File: src/rtl/dmem_resp.sv
// Word-addressed data memory with a fixed-latency valid/ready request/response handshake.
// Define DMEM_RESP_ERR_EN to flag out-of-range addresses; otherwise the word index wraps modulo NMEM and rsp_err stays 0.
module dmem_resp #(
    parameter int NMEM = 128,
    parameter int WAIT = 2
) (
    input  logic        clk,
    input  logic        rst,
    input  logic        req_valid,
    output logic        req_ready,
    input  logic        req_wr,
    input  logic [31:0] req_addr,
    input  logic [31:0] req_wdata,
    input  logic [3:0]  req_be,
    output logic        rsp_valid,
    input  logic        rsp_ready,
    output logic [31:0] rsp_rdata,
    output logic        rsp_err
);

    localparam int         AW       = $clog2(NMEM);
    localparam logic [3:0] CNT_INIT = (WAIT > 0) ? 4'(WAIT - 1) : 4'd0;

    typedef enum logic [1:0] {
        ST_IDLE,
        ST_WAIT,
        ST_RESP
    } state_t;

    state_t          state, state_nxt;
    logic [3:0]      cnt, cnt_nxt;
    logic            enter_resp;

    logic            cap_wr;
    logic [AW-1:0]   cap_idx;
    logic [31:0]     cap_wdata;
    logic [3:0]      cap_be;
    logic            cap_err;

    logic            acc_wr;
    logic [AW-1:0]   acc_idx;
    logic [31:0]     acc_wdata;
    logic [3:0]      acc_be;
    logic            acc_err;

    logic            req_err;
    logic            unused_addr;
    logic [31:0]     mem [NMEM];
    logic [31:0]     rd_word;
    logic [31:0]     wr_word;
    logic [31:0]     rd_result;
    logic [31:0]     rsp_rdata_q;
    logic            rsp_err_q;

`ifdef DMEM_RESP_ERR_EN
    assign req_err     = |req_addr[31:AW+2];
    assign unused_addr = ^req_addr[1:0];
`else
    assign req_err     = 1'b0;
    assign unused_addr = ^{req_addr[31:AW+2], req_addr[1:0]};
`endif

    // NOTE: every signal gets a default at the top of an always_comb, so no path can leave it unassigned and infer a latch.
    always_comb begin
        state_nxt  = state;
        cnt_nxt    = cnt;
        enter_resp = 1'b0;
        case (state)
            ST_IDLE: begin
                if (req_valid) begin
                    if (WAIT == 0) begin
                        state_nxt  = ST_RESP;
                        enter_resp = 1'b1;
                    end else begin
                        state_nxt = ST_WAIT;
                        cnt_nxt   = CNT_INIT;
                    end
                end
            end
            ST_WAIT: begin
                if (cnt == 4'd0) begin
                    state_nxt  = ST_RESP;
                    enter_resp = 1'b1;
                end else begin
                    cnt_nxt = cnt - 4'd1;
                end
            end
            ST_RESP: begin
                if (rsp_ready) begin
                    state_nxt = ST_IDLE;
                end
            end
            default: state_nxt = ST_IDLE;
        endcase
    end

    // With WAIT=0 the access happens on the accept edge, so it must use the live request inputs.
    always_comb begin
        if (state == ST_IDLE) begin
            acc_wr    = req_wr;
            acc_idx   = req_addr[AW+1:2];
            acc_wdata = req_wdata;
            acc_be    = req_be;
            acc_err   = req_err;
        end else begin
            acc_wr    = cap_wr;
            acc_idx   = cap_idx;
            acc_wdata = cap_wdata;
            acc_be    = cap_be;
            acc_err   = cap_err;
        end
    end

    always_comb begin
        rd_word = mem[acc_idx];
        wr_word = rd_word;
        for (int i = 0; i < 4; i++) begin
            if (acc_be[i]) begin
                wr_word[8*i +: 8] = acc_wdata[8*i +: 8];
            end
        end
        if (acc_err) begin
            rd_result = '0;
        end else if (acc_wr) begin
            rd_result = wr_word;
        end else begin
            rd_result = rd_word;
        end
    end

    // NOTE: sequential state uses non-blocking assignments so every register samples pre-edge values.
    always_ff @(posedge clk or posedge rst) begin
        if (rst) begin
            state       <= ST_IDLE;
            cnt         <= 4'd0;
            rsp_rdata_q <= '0;
            rsp_err_q   <= 1'b0;
        end else begin
            state <= state_nxt;
            cnt   <= cnt_nxt;
            if (enter_resp) begin
                rsp_rdata_q <= rd_result;
                rsp_err_q   <= acc_err;
            end
        end
    end

    // Request capture is pure data, qualified by the accept condition.
    always_ff @(posedge clk) begin
        if (state == ST_IDLE && req_valid) begin
            cap_wr    <= req_wr;
            cap_idx   <= req_addr[AW+1:2];
            cap_wdata <= req_wdata;
            cap_be    <= req_be;
            cap_err   <= req_err;
        end
    end

    // NOTE: the array has no reset: contents must survive rst, and a reset term would prevent RAM mapping.
    always_ff @(posedge clk) begin
        if (enter_resp && !rst && acc_wr && !acc_err) begin
            for (int i = 0; i < 4; i++) begin
                if (acc_be[i]) begin
                    mem[acc_idx][8*i +: 8] <= acc_wdata[8*i +: 8];
                end
            end
        end
    end

    assign req_ready = (state == ST_IDLE);
    assign rsp_valid = (state == ST_RESP);
    assign rsp_rdata = rsp_rdata_q;
    assign rsp_err   = rsp_err_q;

endmodule

File: config.mk
export PLATFORM = sky130hd
export DESIGN_NAME = dmem_resp
export DESIGN_NICKNAME = d
export VERILOG_FILES = /design/src/rtl/dmem_resp.sv
export SDC_FILE = /design/constraint.sdc
export NUM_CORES = 2
export LEC_CHECK = 0
export CORE_MARGIN = 8
export CORE_UTILIZATION = 30
export DETAILED_ROUTE_END_ITERATION = 10
export PLACE_DENSITY = 0.47
export REMOVE_ABC_BUFFERS = 1
export SLEW_MARGIN = 10
export SYNTH_ARGS = -nofsm -noshare
export SYNTH_HDL_FRONTEND = slang
export SYNTH_SLANG_ARGS = --single-unit
File: constraint.sdc
create_clock -name clk -period 4 [get_ports clk]
set_input_delay 0.6 -clock clk [delete_from_list [all_inputs] [get_ports clk]]
set_output_delay 0.6 -clock clk [all_outputs]
set_load 0.005 [all_outputs]
==> results.cfg <==
[critical_path]
critPathKind = register to register
cp_max_fo = 12
crit_arrival_ns = 4.66
reg2reg_depth = 13
endpoint_kind = register
r2r_slack_ns = 0.02
rr_startpoint = state[1]
cp.required_ns = 4.69
cp-start-kind = register
r2r-end = mem[104][18]

[clock_tree]
cts_root_buf = clkbuf_16
hold_buffers = 0
tritoncts = done
ctsHtreeMaxLevel = 5
cts_buffers = 428
clock_sinks = 4178
clockBufferDepth = 4
clk_latency_ns = 1.04
path_clk_slew_ns = 0.07

[detailed_routing]
drtIter0Drc = 13400
route.detailed.drc = 0
final_antenna_net_count = 0
routed_wl_um = 582000
vias = 99700
routedWlPerCell_um = 31.6
via_per_inst = 5.42
dr.pass1.iters = 10

[logic_synthesis]
synth_ff_type = edfxtp_1
synth_edf_count = 4140
syn_inst = 9458
yosys.cell_types.count = 80
synth-seq-cells = 4178
synth_top_area_share_pct = 78.8
async_reset_ff_share_pct = 0.910
synth_area_um2 = 158000
yosysMostFrequentCell = edfxtp_1
ys_seq_area_share_pct = 79.4
synth.largest_area_cell = edfxtp_1
synth_common_cells = edfxtp_1, nand2_1, nor2_1
synth.area.top_cells = edfxtp_1, a222oi_1, mux2i_1
syn_avg_cell_area_um2 = 16.7
yosysWarnings = 0

[min_path]
hp-class = primary input to register
hold_end = cap_wdata[3]
whs_path_depth = 1
hp-start = req_wdata[3]

[sta]
setup-tns-final_ns = 0
slew_headroom_pct = 29.3
min_period_ns = 3.98
final-setup-viol-count = 0
rsz0062_at_grt = false
fin_skew_ns = 0.0751
period_share_pct = 99.4
finalHoldViolCount = 0
drv_slew = 0
worst_pin_slew_ns = 1.05
fmax_ghz = 0.251

[global_routing]
grt.overflow.total = 0
grt_antenna_before_repair = 52
grt_max_degree = 130
grt_use_total_pct = 20.3
grt_first_pass_wirelength_um = 793000
grt_pass1_vias = 96900

[cells_and_area]
post-route-util_pct = 37.4
drive_gt1_share_pct = 22.0
area_delta_synth_final_pct = 24.3
layout.nets = 11100

[outcome]
status = complete, no violations

[run]
maxCapViolations = 0

[pwr]
leakagePower_uw = 0.0646
power_density_nw_per_um2 = 750
p_total_uw = 147000
vdd_ir_drop_max_mv = 0.478

[floorplanning]
core_area_um2 = 525000
ios = 108
die_h_um = 741
start_util_pct = 30.1
rows = 266
die_w_um = 741
die_area_um2 = 550000

[placed_design]
gp_congestion = 0.904
hpwl_um = 404000
io_buffers = 81
-- flip-flops by register name, indices dropped and copies added, names as in the netlist --
name / flops
cap_be: 4
cap_idx: 7
cap_wdata: 32
cap_wr: 1
cnt: 4
mem: 4096
rsp_rdata: 32
state: 2
-- cell type report --
class	instances	area, µm²
diodes	20	50.0
clock buffers	515	11100
clock inverters	268	2630
fillers	48900	328000
inverters	14	56.3
multi-input cells	4577	30100
flip-flops and latches	4178	125000
well taps	6968	8720
repair buffers	1867	18200
-- report_power, final --
part	total [µW]	internal (µW)	switching (µW)
sequential	56900	56300	514
combinational	50800	16700	34100
clock	39500	22400	17200
total	147000	95400	51800
-- layout by cell type, fill, tap and decap left out, types with 17 or more instances in the layout --
| master | instances |
|---|---|
| a22oi_1 | 204 |
| a221oi_1 | 165 |
| nand2_4 | 35 |
| nand2_1 | 756 |
| clkinv_2 | 80 |
| a222oi_1 | 513 |
| clkdlybuf4s50_1 | 81 |
| clkbuf_16 | 431 |
| mux2i_1 | 493 |
| o21ai_0 | 196 |
| a31oi_1 | 24 |
| nor2_1 | 567 |
| a21oi_1 | 533 |
| buf_4 | 1467 |
| dfrtp_1 | 38 |
| a221o_1 | 67 |
| a32oi_1 | 58 |
| o22ai_1 | 289 |
| nor4_1 | 45 |
| edfxtp_1 | 4140 |
| clkinvlp_4 | 17 |
| clkbuf_1 | 83 |
| a22o_1 | 31 |
| buf_12 | 318 |
| clkinv_1 | 99 |
| bufinv_16 | 40 |
| a211oi_1 | 70 |
| a41oi_1 | 24 |
| nand3_1 | 286 |
| diode_2 | 20 |
-- metrics by stage --
stage	hold slack, ns	instances	cell area, µm²	setup slack (ns)
3_3_place_gp	0.479	17600	182000	-0.739
3_5_place_dp	0.493	17600	182000	-0.715
5_1_grt	0.124	18400	196000	0.0115
6_report	0.162	18400	196000	0.0228
2_1_floorplan	0.463	8769	155000	-20.58
4_1_cts	0.0764	18400	196000	0.00796
-- repair_timing --
| item | 4_1_cts | 5_1_grt |
|---|---|---|
| setup endpoints to repair | 42 | 99 |
| cloned | 0 | 0 |
| pin swaps | 0 | 1 |
| resized for setup | 6 | 16 |
| buffers inserted | 0 | 0 |
-- per-layer routing --
metal	global-route usage (%)	up-vias	routed length (µm)
li1	-	41900	-
met1	27.4	52100	240000
met2	31.6	4792	262000
met3	4.23	866	50700
met4	9.02	30	29600
met5	0	-	194
-- logic make-up after synthesis --
group | synth area share [%]
simple gates | 4.65
compound gates | 10.7
buf+inv | 2.04
mux | 3.23
flops | 79.4
other cells | 0.00238
fa+ha+maj | 0.00793
xor+xnor | 0.0111
-- how the worst max path moves through the flow --
stage                           start            end  depth (start not counted)
after global placement    req_addr[2]   rsp_rdata[7]                         16
after global routing         state[1]  rsp_rdata[26]                         14
final                        state[1]   mem[104][18]                         13
after floorplan              state[0]  rsp_rdata[14]                          7
after CTS                    state[1]  rsp_rdata[18]                         14
after detailed placement  req_addr[2]   rsp_rdata[7]                         16
-- worst max-delay path, stage by stage, from the launching register on --
cell	delay, ns
dfrtp_1	0.44
or2_4	0.29
inv_4	0.15
buf_4	0.30
nand3b_1	0.21
o21a_4	0.34
buf_12	0.25
buf_4	0.20
nor2_1	0.13
buf_4	0.19
nand2_2	0.22
buf_4	0.27
nor2_1	0.34
buf_4	0.27
(Power assumes the default switching activity.)
